**config.mk**
```make
export PLATFORM = sky130hd
export DESIGN_NAME = switch_exec_sequencer
export DESIGN_NICKNAME = d
export VERILOG_FILES = /design/src/rtl/switch_exec_sequencer.sv
export SDC_FILE = /design/constraint.sdc
export NUM_CORES = 1
export LEC_CHECK = 0
export CAP_MARGIN = 25
export CORE_AREA = 2 2 248 177
export DETAILED_ROUTE_END_ITERATION = 16
export DIE_AREA = 0 0 250 179
export GPL_ROUTABILITY_DRIVEN = 1
export HOLD_SLACK_MARGIN = 0.1
export PLACE_DENSITY = 0.77
export SYNTH_ARGS = -nofsm -noshare
export SYNTH_HDL_FRONTEND = slang
export SYNTH_SLANG_ARGS = --single-unit
```
**constraint.sdc**
```tcl
create_clock -name CLOCK_50 -period 8.7 [get_ports CLOCK_50]
set_input_delay 2.61 -clock CLOCK_50 [delete_from_list [all_inputs] [get_ports CLOCK_50]]
set_output_delay 2.61 -clock CLOCK_50 [all_outputs]
set_load 0.005 [all_outputs]
```
**src/rtl/switch_exec_sequencer.sv**
```systemverilog
`default_nettype none
// =============================================================================
// switch_exec_sequencer : manual-instruction sequencer with its own register file
// and ALU. Each accepted instruction runs DECODE -> EXEC -> WB (one cycle each).
// Revision: 1.0
// =============================================================================
module switch_exec_sequencer #(
    parameter int DATA_W   = 16,
    parameter int REG_AW   = 4,
    parameter int OPC_W    = 4,
    parameter int IMM_SEXT = 0,
    localparam int INSTR_W = OPC_W + 3*REG_AW
) (
    input  logic               CLOCK_50,
    input  logic               reset_n,
    input  logic [INSTR_W-1:0] instr,
    input  logic               exec_req,
    input  logic               inspect_req,
    output logic [DATA_W-1:0]  disp_a,
    output logic [DATA_W-1:0]  disp_b,
    output logic [DATA_W-1:0]  result,
    output logic               flag_z,
    output logic               flag_c,
    output logic               busy,
    output logic               done,
    output logic               illegal
);

    localparam int c_nregs = 2**REG_AW;
    localparam logic [DATA_W-1:0] c_dw = DATA_W'(DATA_W);

    localparam logic [OPC_W-1:0] c_op_add  = OPC_W'(0);
    localparam logic [OPC_W-1:0] c_op_sub  = OPC_W'(1);
    localparam logic [OPC_W-1:0] c_op_and  = OPC_W'(2);
    localparam logic [OPC_W-1:0] c_op_or   = OPC_W'(3);
    localparam logic [OPC_W-1:0] c_op_xor  = OPC_W'(4);
    localparam logic [OPC_W-1:0] c_op_slt  = OPC_W'(5);
    localparam logic [OPC_W-1:0] c_op_addi = OPC_W'(6);
    localparam logic [OPC_W-1:0] c_op_subi = OPC_W'(7);
    localparam logic [OPC_W-1:0] c_op_andi = OPC_W'(8);
    localparam logic [OPC_W-1:0] c_op_ori  = OPC_W'(9);
    localparam logic [OPC_W-1:0] c_op_slli = OPC_W'(10);
    localparam logic [OPC_W-1:0] c_op_srli = OPC_W'(11);
    localparam logic [OPC_W-1:0] c_op_ill  = OPC_W'(12);

    typedef enum logic [1:0] {
        ST_IDLE   = 2'd0,
        ST_DECODE = 2'd1,
        ST_EXEC   = 2'd2,
        ST_WB     = 2'd3
    } state_t;

    state_t r_state;
    state_t w_state_nxt;

    logic [INSTR_W-1:0] r_instr;
    logic [DATA_W-1:0]  r_regs [c_nregs];
    logic [DATA_W-1:0]  r_disp_a;
    logic [DATA_W-1:0]  r_disp_b;
    logic [DATA_W-1:0]  r_result;
    logic               r_flag_z;
    logic               r_flag_c;
    logic               r_illegal;

    logic [OPC_W-1:0]   w_op;
    logic [REG_AW-1:0]  w_rd;
    logic [REG_AW-1:0]  w_rs;
    logic [REG_AW-1:0]  w_rt;
    logic [REG_AW-1:0]  w_in_rs;
    logic [REG_AW-1:0]  w_in_rt;
    logic [DATA_W-1:0]  w_rs_val;
    logic [DATA_W-1:0]  w_rt_val;
    logic [DATA_W-1:0]  w_in_rs_val;
    logic [DATA_W-1:0]  w_in_rt_val;
    logic [DATA_W-1:0]  w_imm;
    logic               w_legal;
    logic               w_itype;
    logic [DATA_W:0]    w_add;
    logic [DATA_W:0]    w_sub_ab;
    logic [DATA_W:0]    w_sub_ba;
    logic [DATA_W-1:0]  w_shamt;
    logic [DATA_W-1:0]  w_alu_res;
    logic               w_alu_c;

    // Fields of the latched instruction drive the whole DECODE/EXEC/WB sequence.
    assign w_op = r_instr[INSTR_W-1 -: OPC_W];
    assign w_rd = r_instr[3*REG_AW-1 -: REG_AW];
    assign w_rs = r_instr[2*REG_AW-1 -: REG_AW];
    assign w_rt = r_instr[REG_AW-1:0];

    assign w_in_rs = instr[2*REG_AW-1 -: REG_AW];
    assign w_in_rt = instr[REG_AW-1:0];

    assign w_rs_val    = (w_rs    == '0) ? '0 : r_regs[w_rs];
    assign w_rt_val    = (w_rt    == '0) ? '0 : r_regs[w_rt];
    assign w_in_rs_val = (w_in_rs == '0) ? '0 : r_regs[w_in_rs];
    assign w_in_rt_val = (w_in_rt == '0) ? '0 : r_regs[w_in_rt];

    assign w_legal = (w_op < c_op_ill);
    assign w_itype = w_legal && (w_op >= c_op_addi);

    generate
        if (IMM_SEXT != 0) begin : g_imm_sext
            assign w_imm = {{(DATA_W-REG_AW){w_rs[REG_AW-1]}}, w_rs};
        end else begin : g_imm_zext
            assign w_imm = {{(DATA_W-REG_AW){1'b0}}, w_rs};
        end
    endgenerate

    // EXEC operands are the displayed values: A = R[rs] or imm, B = R[rt].
    assign w_add    = {1'b0, r_disp_a} + {1'b0, r_disp_b};
    assign w_sub_ab = {1'b0, r_disp_a} - {1'b0, r_disp_b};
    assign w_sub_ba = {1'b0, r_disp_b} - {1'b0, r_disp_a};
    assign w_shamt  = r_disp_a % c_dw;

    always_comb begin
        w_alu_res = r_result;
        w_alu_c   = 1'b0;
        case (w_op)
            c_op_add: begin
                w_alu_res = w_add[DATA_W-1:0];
                w_alu_c   = w_add[DATA_W];
            end
            c_op_sub: begin
                w_alu_res = w_sub_ab[DATA_W-1:0];
                w_alu_c   = ~w_sub_ab[DATA_W];
            end
            c_op_and:  w_alu_res = r_disp_a & r_disp_b;
            c_op_or:   w_alu_res = r_disp_a | r_disp_b;
            c_op_xor:  w_alu_res = r_disp_a ^ r_disp_b;
            c_op_slt:  w_alu_res = {{(DATA_W-1){1'b0}}, ($signed(r_disp_a) < $signed(r_disp_b))};
            c_op_addi: begin
                w_alu_res = w_add[DATA_W-1:0];
                w_alu_c   = w_add[DATA_W];
            end
            c_op_subi: begin
                w_alu_res = w_sub_ba[DATA_W-1:0];
                w_alu_c   = ~w_sub_ba[DATA_W];
            end
            c_op_andi: w_alu_res = r_disp_b & r_disp_a;
            c_op_ori:  w_alu_res = r_disp_b | r_disp_a;
            c_op_slli: w_alu_res = r_disp_b << w_shamt;
            c_op_srli: w_alu_res = r_disp_b >> w_shamt;
            default: begin
                w_alu_res = r_result;
                w_alu_c   = r_flag_c;
            end
        endcase
    end

    always_comb begin
        w_state_nxt = r_state;
        case (r_state)
            ST_IDLE:   if (exec_req) w_state_nxt = ST_DECODE;
            ST_DECODE: w_state_nxt = ST_EXEC;
            ST_EXEC:   w_state_nxt = ST_WB;
            ST_WB:     w_state_nxt = ST_IDLE;
            default:   w_state_nxt = ST_IDLE;
        endcase
    end

    always_ff @(posedge CLOCK_50) begin
        if (!reset_n) begin
            r_state <= ST_IDLE;
        end else begin
            r_state <= w_state_nxt;
        end
    end

    always_ff @(posedge CLOCK_50) begin
        if (!reset_n) begin
            r_instr   <= '0;
            r_disp_a  <= '0;
            r_disp_b  <= '0;
            r_result  <= '0;
            r_flag_z  <= 1'b0;
            r_flag_c  <= 1'b0;
            r_illegal <= 1'b0;
            for (int i = 0; i < c_nregs; i++) begin
                r_regs[i] <= '0;
            end
        end else begin
            case (r_state)
                ST_IDLE: begin
                    // Exec has priority; a simultaneous inspect is dropped.
                    if (exec_req) begin
                        r_instr   <= instr;
                        r_illegal <= 1'b0;
                    end else if (inspect_req) begin
                        r_disp_a <= w_in_rs_val;
                        r_disp_b <= w_in_rt_val;
                    end
                end
                ST_DECODE: begin
                    r_disp_a  <= w_itype ? w_imm : w_rs_val;
                    r_disp_b  <= w_rt_val;
                    r_illegal <= ~w_legal;
                end
                ST_EXEC: begin
                    if (w_legal) begin
                        r_result <= w_alu_res;
                        r_flag_z <= (w_alu_res == '0);
                        r_flag_c <= w_alu_c;
                    end
                end
                ST_WB: begin
                    if (w_legal && (w_rd != '0)) begin
                        r_regs[w_rd] <= r_result;
                    end
                end
                default: begin
                end
            endcase
        end
    end

    assign disp_a  = r_disp_a;
    assign disp_b  = r_disp_b;
    assign result  = r_result;
    assign flag_z  = r_flag_z;
    assign flag_c  = r_flag_c;
    assign illegal = r_illegal;
    assign busy    = (r_state != ST_IDLE);
    assign done    = (r_state == ST_WB);

endmodule
`default_nettype wire

```
## After elaboration in Yosys (flattened, before gate mapping)

Memory sizes are Yosys's and may differ from the RTL's. A register that Yosys moved wholly into a read port is not among the register bits.
Cells that the tools add are included.

| word-level totals | value |
|---|---|
| register bits after elaboration | 69 |
| memory bits (writable) | 256 |
| input bits | 20 |
| output and inout port bits | 53 |
| memories kept | 1 |

| cells by class | value |
|---|---|
| add/subtract/negate cells | 3 |
| $lt $le $gt $ge | 3 |
| equal/unequal tests | 17 |
| shift-type cells | 2 |
| muxes and demuxes | 29 |
| bitwise operators | 6 |
| reduce and logical (&&, ||, !) cells | 23 |

Memory list:

| name | depth | bits a word | rd ports | clocked after Yosys merged registers in | write ports | RTL line | source |
|---|---|---|---|---|---|---|---|
| r_regs | 16 | 16 | 4 | 2 | 16 | 57 | `logic [DATA_W-1:0] r_regs [c_nregs];` |

Operator list:

| kind | number |
|---|---|
| two-way mux 16 bit | 10 |
| one-hot mux 16 bit (9 select lines) | 1 |
| one-hot mux 16 bit (2 select lines) | 2 |
| subtractor 16 x 16 -> 17 bit | 2 |
| zero test 4 bit | 5 |
| two-way mux 4 bit | 5 |
| adder 16 x 16 -> 17 bit | 1 |
| bitwise AND 16 bit | 1 |
| == test 4 x 3 -> 1 bit, second input constant | 4 |
| == test 4 bit, second input constant | 4 |
| zero test 16 bit | 1 |
| < comparator 16 bit | 1 |
| OR 16 bit | 1 |
| OR reduction 16 bit | 1 |
| left shift 16 x 4 -> 16 bit | 1 |
| >> shifter 16 x 4 -> 16 bit | 1 |
| XOR 16 bit | 1 |
| == test 4 x 2 -> 1 bit, second input constant | 2 |
| one-hot mux 2 bit (4 select lines) | 1 |
| nonzero test 4 bit | 2 |
| OR reduction 8 bit | 1 |
| two-way mux 1 bit | 7 |
| != test 2 bit, second input constant | 3 |
| AND reduction 2 bit | 3 |
| 14 further kinds | 22 |

## Depth between registers and ports, before layout

| logic depth | value |
|---|---|
| word-level depth | 8 |
| mapped depth | 16 |
| gate-level depth less buffers | 14 |

## Least setup slack after synthesis

No wires, ideal clock.

| timing | value |
|---|---|
| kind | input to register |
| from | in instr[4] |
| to | reg r_disp_a[5], in the netlist disp_a[5] |
| setup time | 0.137 ns |
| arrival time | 4.816 ns |
| required time | 8.563 ns |
| path slack | 3.746 ns |
| stages on the path | 6 |
| buffers on the path | 2 |
| cell sequence | buf_1 buf_1 mux4_2 mux4_2 a21oi_1 a211oi_1 |

| between the ends | value |
|---|---|
| word-level cells in the longest chain between the ends | 5 |
| elaborated cells on any way between the ends | 6 |
| those cells by class | mux (4); reduce/logical (1); memory (1) |

Ends and longest elaborated chain:

| what | RTL line | source |
|---|---|---|
| start, declared | 16 | `input logic [INSTR_W-1:0] instr,` |
| memory read (16 x 16 bit) or zero test 4 bit (tied branches) | n/a |  |
| two-way mux 16 bit (*) | 96 | `assign w_in_rs_val = (w_in_rs == '0) ? '0 : r_regs[w_in_rs];` |
| two-way mux 16 bit (*) | 189 | `end else if (inspect_req) begin` |
| two-way mux 16 bit (*) | 186 | `if (exec_req) begin` |
| one-hot mux 16 bit (2 select lines) (*) | 183 | `case (r_state)` |
| end signal, assigned | 190 | `r_disp_a <= w_in_rs_val;` |
| end signal, assigned | 195 | `r_disp_a <= w_itype ? w_imm : w_rs_val;` |
| end, declared | 58 | `logic [DATA_W-1:0] r_disp_a;` |

Every way passes the cells marked *; elsewhere a longest branch is shown, timed or not. The select of a mux whose other input is x is not followed.
A chain may end at the register's enable or synchronous reset.

==> flow_metrics.tcl <==
set metrics [dict create \
    globalRouteMet2Util_pct 57.4 \
    fillers 3171 \
    clockPowerShare_pct 19.5 \
    wl_per_cell_um 35.4 \
    core-area_um2 42800 \
    worst_slack_ns 3.16 \
    yosys_warnings 0 \
    final_nets 2179 \
    syn_to_final_growth_pct 10.6 \
    r2r_slack_ns 3.27 \
    rsz0062_at_grt "false" \
    track_usage_pct 42.6 \
    synthCells 2085 \
    fp.dieH_um 179 \
    synth-async-reset-ratio_pct 0 \
    clk_latency_ns 0.55 \
    tritoncts "done" \
    peakVddDrop_v 0.000213 \
    dieArea_um2 44800 \
    synth_edf_count 256 \
    first_iter_violations 3292 \
    pin_count 73 \
    layout-drive-gt1-share_pct 24.4 \
    endpoint_kind "register" \
    ant_nets 0 \
    placed_cells 2600 \
    cts.path.max_buffers 3 \
    hold_depth 2 \
    relSlewSlack_pct 16.5 \
    start_kind "input pin" \
    fin_cells 2670 \
    cap_violations 0 \
    ys_seq_area_share_pct 36.7 \
    crit_buf_inv 2 \
    switching_share_pct 45.5 \
    use_met1_pct 59.1 \
    r2r_cells 15 \
    fin_util_pct 65.1 \
    max_stage_delay_ns 0.84 \
    p_comb_share_pct 51.0 \
    cts_root_buf "clkbuf_16" \
    status "completed" \
    setup_viol 0 \
    dp_hpwl_mm 61.6 \
    total_power_mw 7.91 \
    place_ws_ns 2.77 \
    cts.htree.levels 2 \
    arrival_ns 5.70 \
    synth_cell_types 86 \
    leakage_nw 9.72 \
    crit_chain "clkdlybuf4s50_1 -> buf_4 -> nand3_1 -> nor2_1 -> nand2_1 -> nor3_2 -> nand2b_1" \
    path_clk_slew_ns 0.06 \
    overflow 0 \
    grt_pass1_wl_mm 135 \
    grt_pass1_vias 19500 \
    numPortBuffers 72 \
    p_per_area_nw_per_um2 284 \
    reg2reg_to "flag_z" \
    post-route-min-period_ns 5.54 \
    gp_congestion 1.01 \
    synth_area_um2 25200 \
    r2r_start "disp_a[0]" \
    crit_type "input pin to register" \
    cts_buffers 34 \
    cts_resized 0 \
    p_switching_mw 3.60 \
    syn_avg_cell_area_um2 12.1 \
    finalSetupTns_ns 0 \
    cts_sinks 333 \
    busiest_layer "met1" \
    hold_violations 0 \
    drc 0 \
    hold_path_class "register to register" \
    drv_slew 0 \
    period_share_pct 63.7 \
    cp.required_ns 8.86 \
    crit_slowest_cell "nor3_2" \
    max_freq_mhz 180 \
    most-common-layout-cells "331 x mux4_2, 256 x edfxtp_1, 218 x and2_1" \
    power_frac_seq_pct 29.5 \
    vias 20400 \
    final_common_cell "mux4_2" \
    antenna_found_initial 1 \
    dr.pass1.iters 6 \
    grt_max_degree 67 \
    postCtsHoldBufs 0 \
    skew_ns 0.0215 \
    vias_per_cell 7.65 \
    synth_seq_cells 333 \
    die_x_um 250 \
    p_int_mw 4.31 \
    crit_family "simple AND/OR/NAND/NOR gates" \
    use_met3_pct 20.5 \
    tightest_slew_ns 1.25 \
    routed_wirelength_mm 94.5 \
    placementRows 64 \
    post-cts-setup-buffers 0 \
    critPathMaxFanout 23 \
    min_from "r_instr[3]" \
    crit_start "reset_n" \
    ys.flop_type "edfxtp_1" \
    start_util_pct 58.8 \
]
## Yosys cell counts (6+ instances only)
| cell | count | area, um2 |
|---|---|---|
| mux4_2 | 331 | 7450 |
| edfxtp_1 | 256 | 7690 |
| and2_1 | 218 | 1360 |
| nor2_1 | 127 | 477 |
| clkbuf_1 | 123 | 462 |
| a21oi_1 | 104 | 521 |
| nand2_1 | 104 | 390 |
| inv_1 | 85 | 319 |
| dfxtp_1 | 77 | 1540 |
| ha_1 | 75 | 938 |
| o21ai_0 | 67 | 335 |
| a211oi_1 | 52 | 390 |
| buf_1 | 38 | 143 |
| and3_1 | 36 | 225 |
| nor3_1 | 32 | 160 |
| mux2i_1 | 30 | 300 |
| o22ai_1 | 28 | 175 |
| nor2b_1 | 27 | 169 |
| buf_2 | 24 | 120 |
| nand3_1 | 21 | 105 |
| nand2b_1 | 18 | 113 |
| nor4_1 | 15 | 93.8 |
| a221oi_1 | 11 | 96.3 |
| a21o_1 | 10 | 75.1 |
| a31oi_1 | 10 | 62.6 |
| o211ai_1 | 10 | 75.1 |
| mux2_2 | 8 | 90.1 |
| o221ai_1 | 8 | 70.1 |
| xnor2_1 | 8 | 70.1 |
| o31ai_1 | 7 | 52.6 |
| nand4_1 | 6 | 37.5 |
## kinds of logic (layout without fill, tap and decap cells)
logic type	after synthesis	after routing	share of synthesized area, %
flip-flops	333	333	36.7
adder cells (fa/ha/maj)	78	78	3.97
multiplexers	369	369	31.2
buffers and inverters	281	288	4.39
other	1	18	0.0149
AND/OR/NAND/NOR	629	629	13.2
AO/OA/AOI/OAI	383	383	10.1
XOR/XNOR	11	11	0.383
## metrics by stage
stage          area, um2  hold slack [ns]
2_1_floorplan      25200            0.450
3_3_place_gp       26500            0.470
3_5_place_dp       26500            0.479
4_1_cts            27700            0.490
5_1_grt            27800            0.508
6_report           27800            0.491
## registers in the layout, summed over array words and instances (netlist names), named ones only
name,count
illegal,1
r_regs,256
disp_a,16
flag_c,1
flag_z,1
r_instr,16
result,16
disp_b,16
r_state,2
## worst reg2reg max path, stage by stage (launching register included)
cell      delay (ns)
dfxtp_2         0.31
buf_4           0.43
clkinv_1        0.72
ha_1            0.64
inv_1           0.14
fa_1            0.22
nand2b_1        0.09
a211o_1         0.41
a211oi_1        0.63
nor2b_1         0.18
mux2i_1         0.15
a211o_1         0.33
nor4_1          0.38
o211ai_1        0.13
or4_1           0.48
o21ai_1         0.13
## metal layers
layer  vias up  share of wire (%)
met5         -              0.013
met4         2                4.3
met3       330                 18
met2      1923                 41
met1     10000                 37
li1       8141                  -
## worst max path at each step
| stage | end | slack, ns | cells after the start |
|---|---|---|---|
| after floorplan | disp_a[5] | 3.75 | 6 |
| after global placement | r_regs[4][15] | 2.88 | 7 |
| after detailed placement | r_regs[4][14] | 2.77 | 7 |
| final | r_regs[4][14] | 3.16 | 7 |
| after CTS | r_regs[4][13] | 3.27 | 7 |
| after global routing | r_regs[4][13] | 2.87 | 7 |
## power by group through the flow
stage	registers [mW]	clock network (mW)	logic, mW
2_1_floorplan	2.08	0	2.62
3_3_place_gp	2.33	0	3.80
3_5_place_dp	2.35	0	3.82
4_1_cts	2.32	1.53	3.84
5_1_grt	2.34	1.59	4.24
6_report	2.33	1.54	4.04
## cell type report
type	count	area (um2)	area share, %
antenna	2	5.00	0.0180
multi-input combinational	1486	15100	54.2
timing repair buffer	134	1320	4.74
sequential	333	9240	33.2
clock inverter	19	178	0.639
clock buffer	43	958	3.44
inverter	92	347	1.25
tap	561	702	2.52
Power figures use the tool's default switching activity.
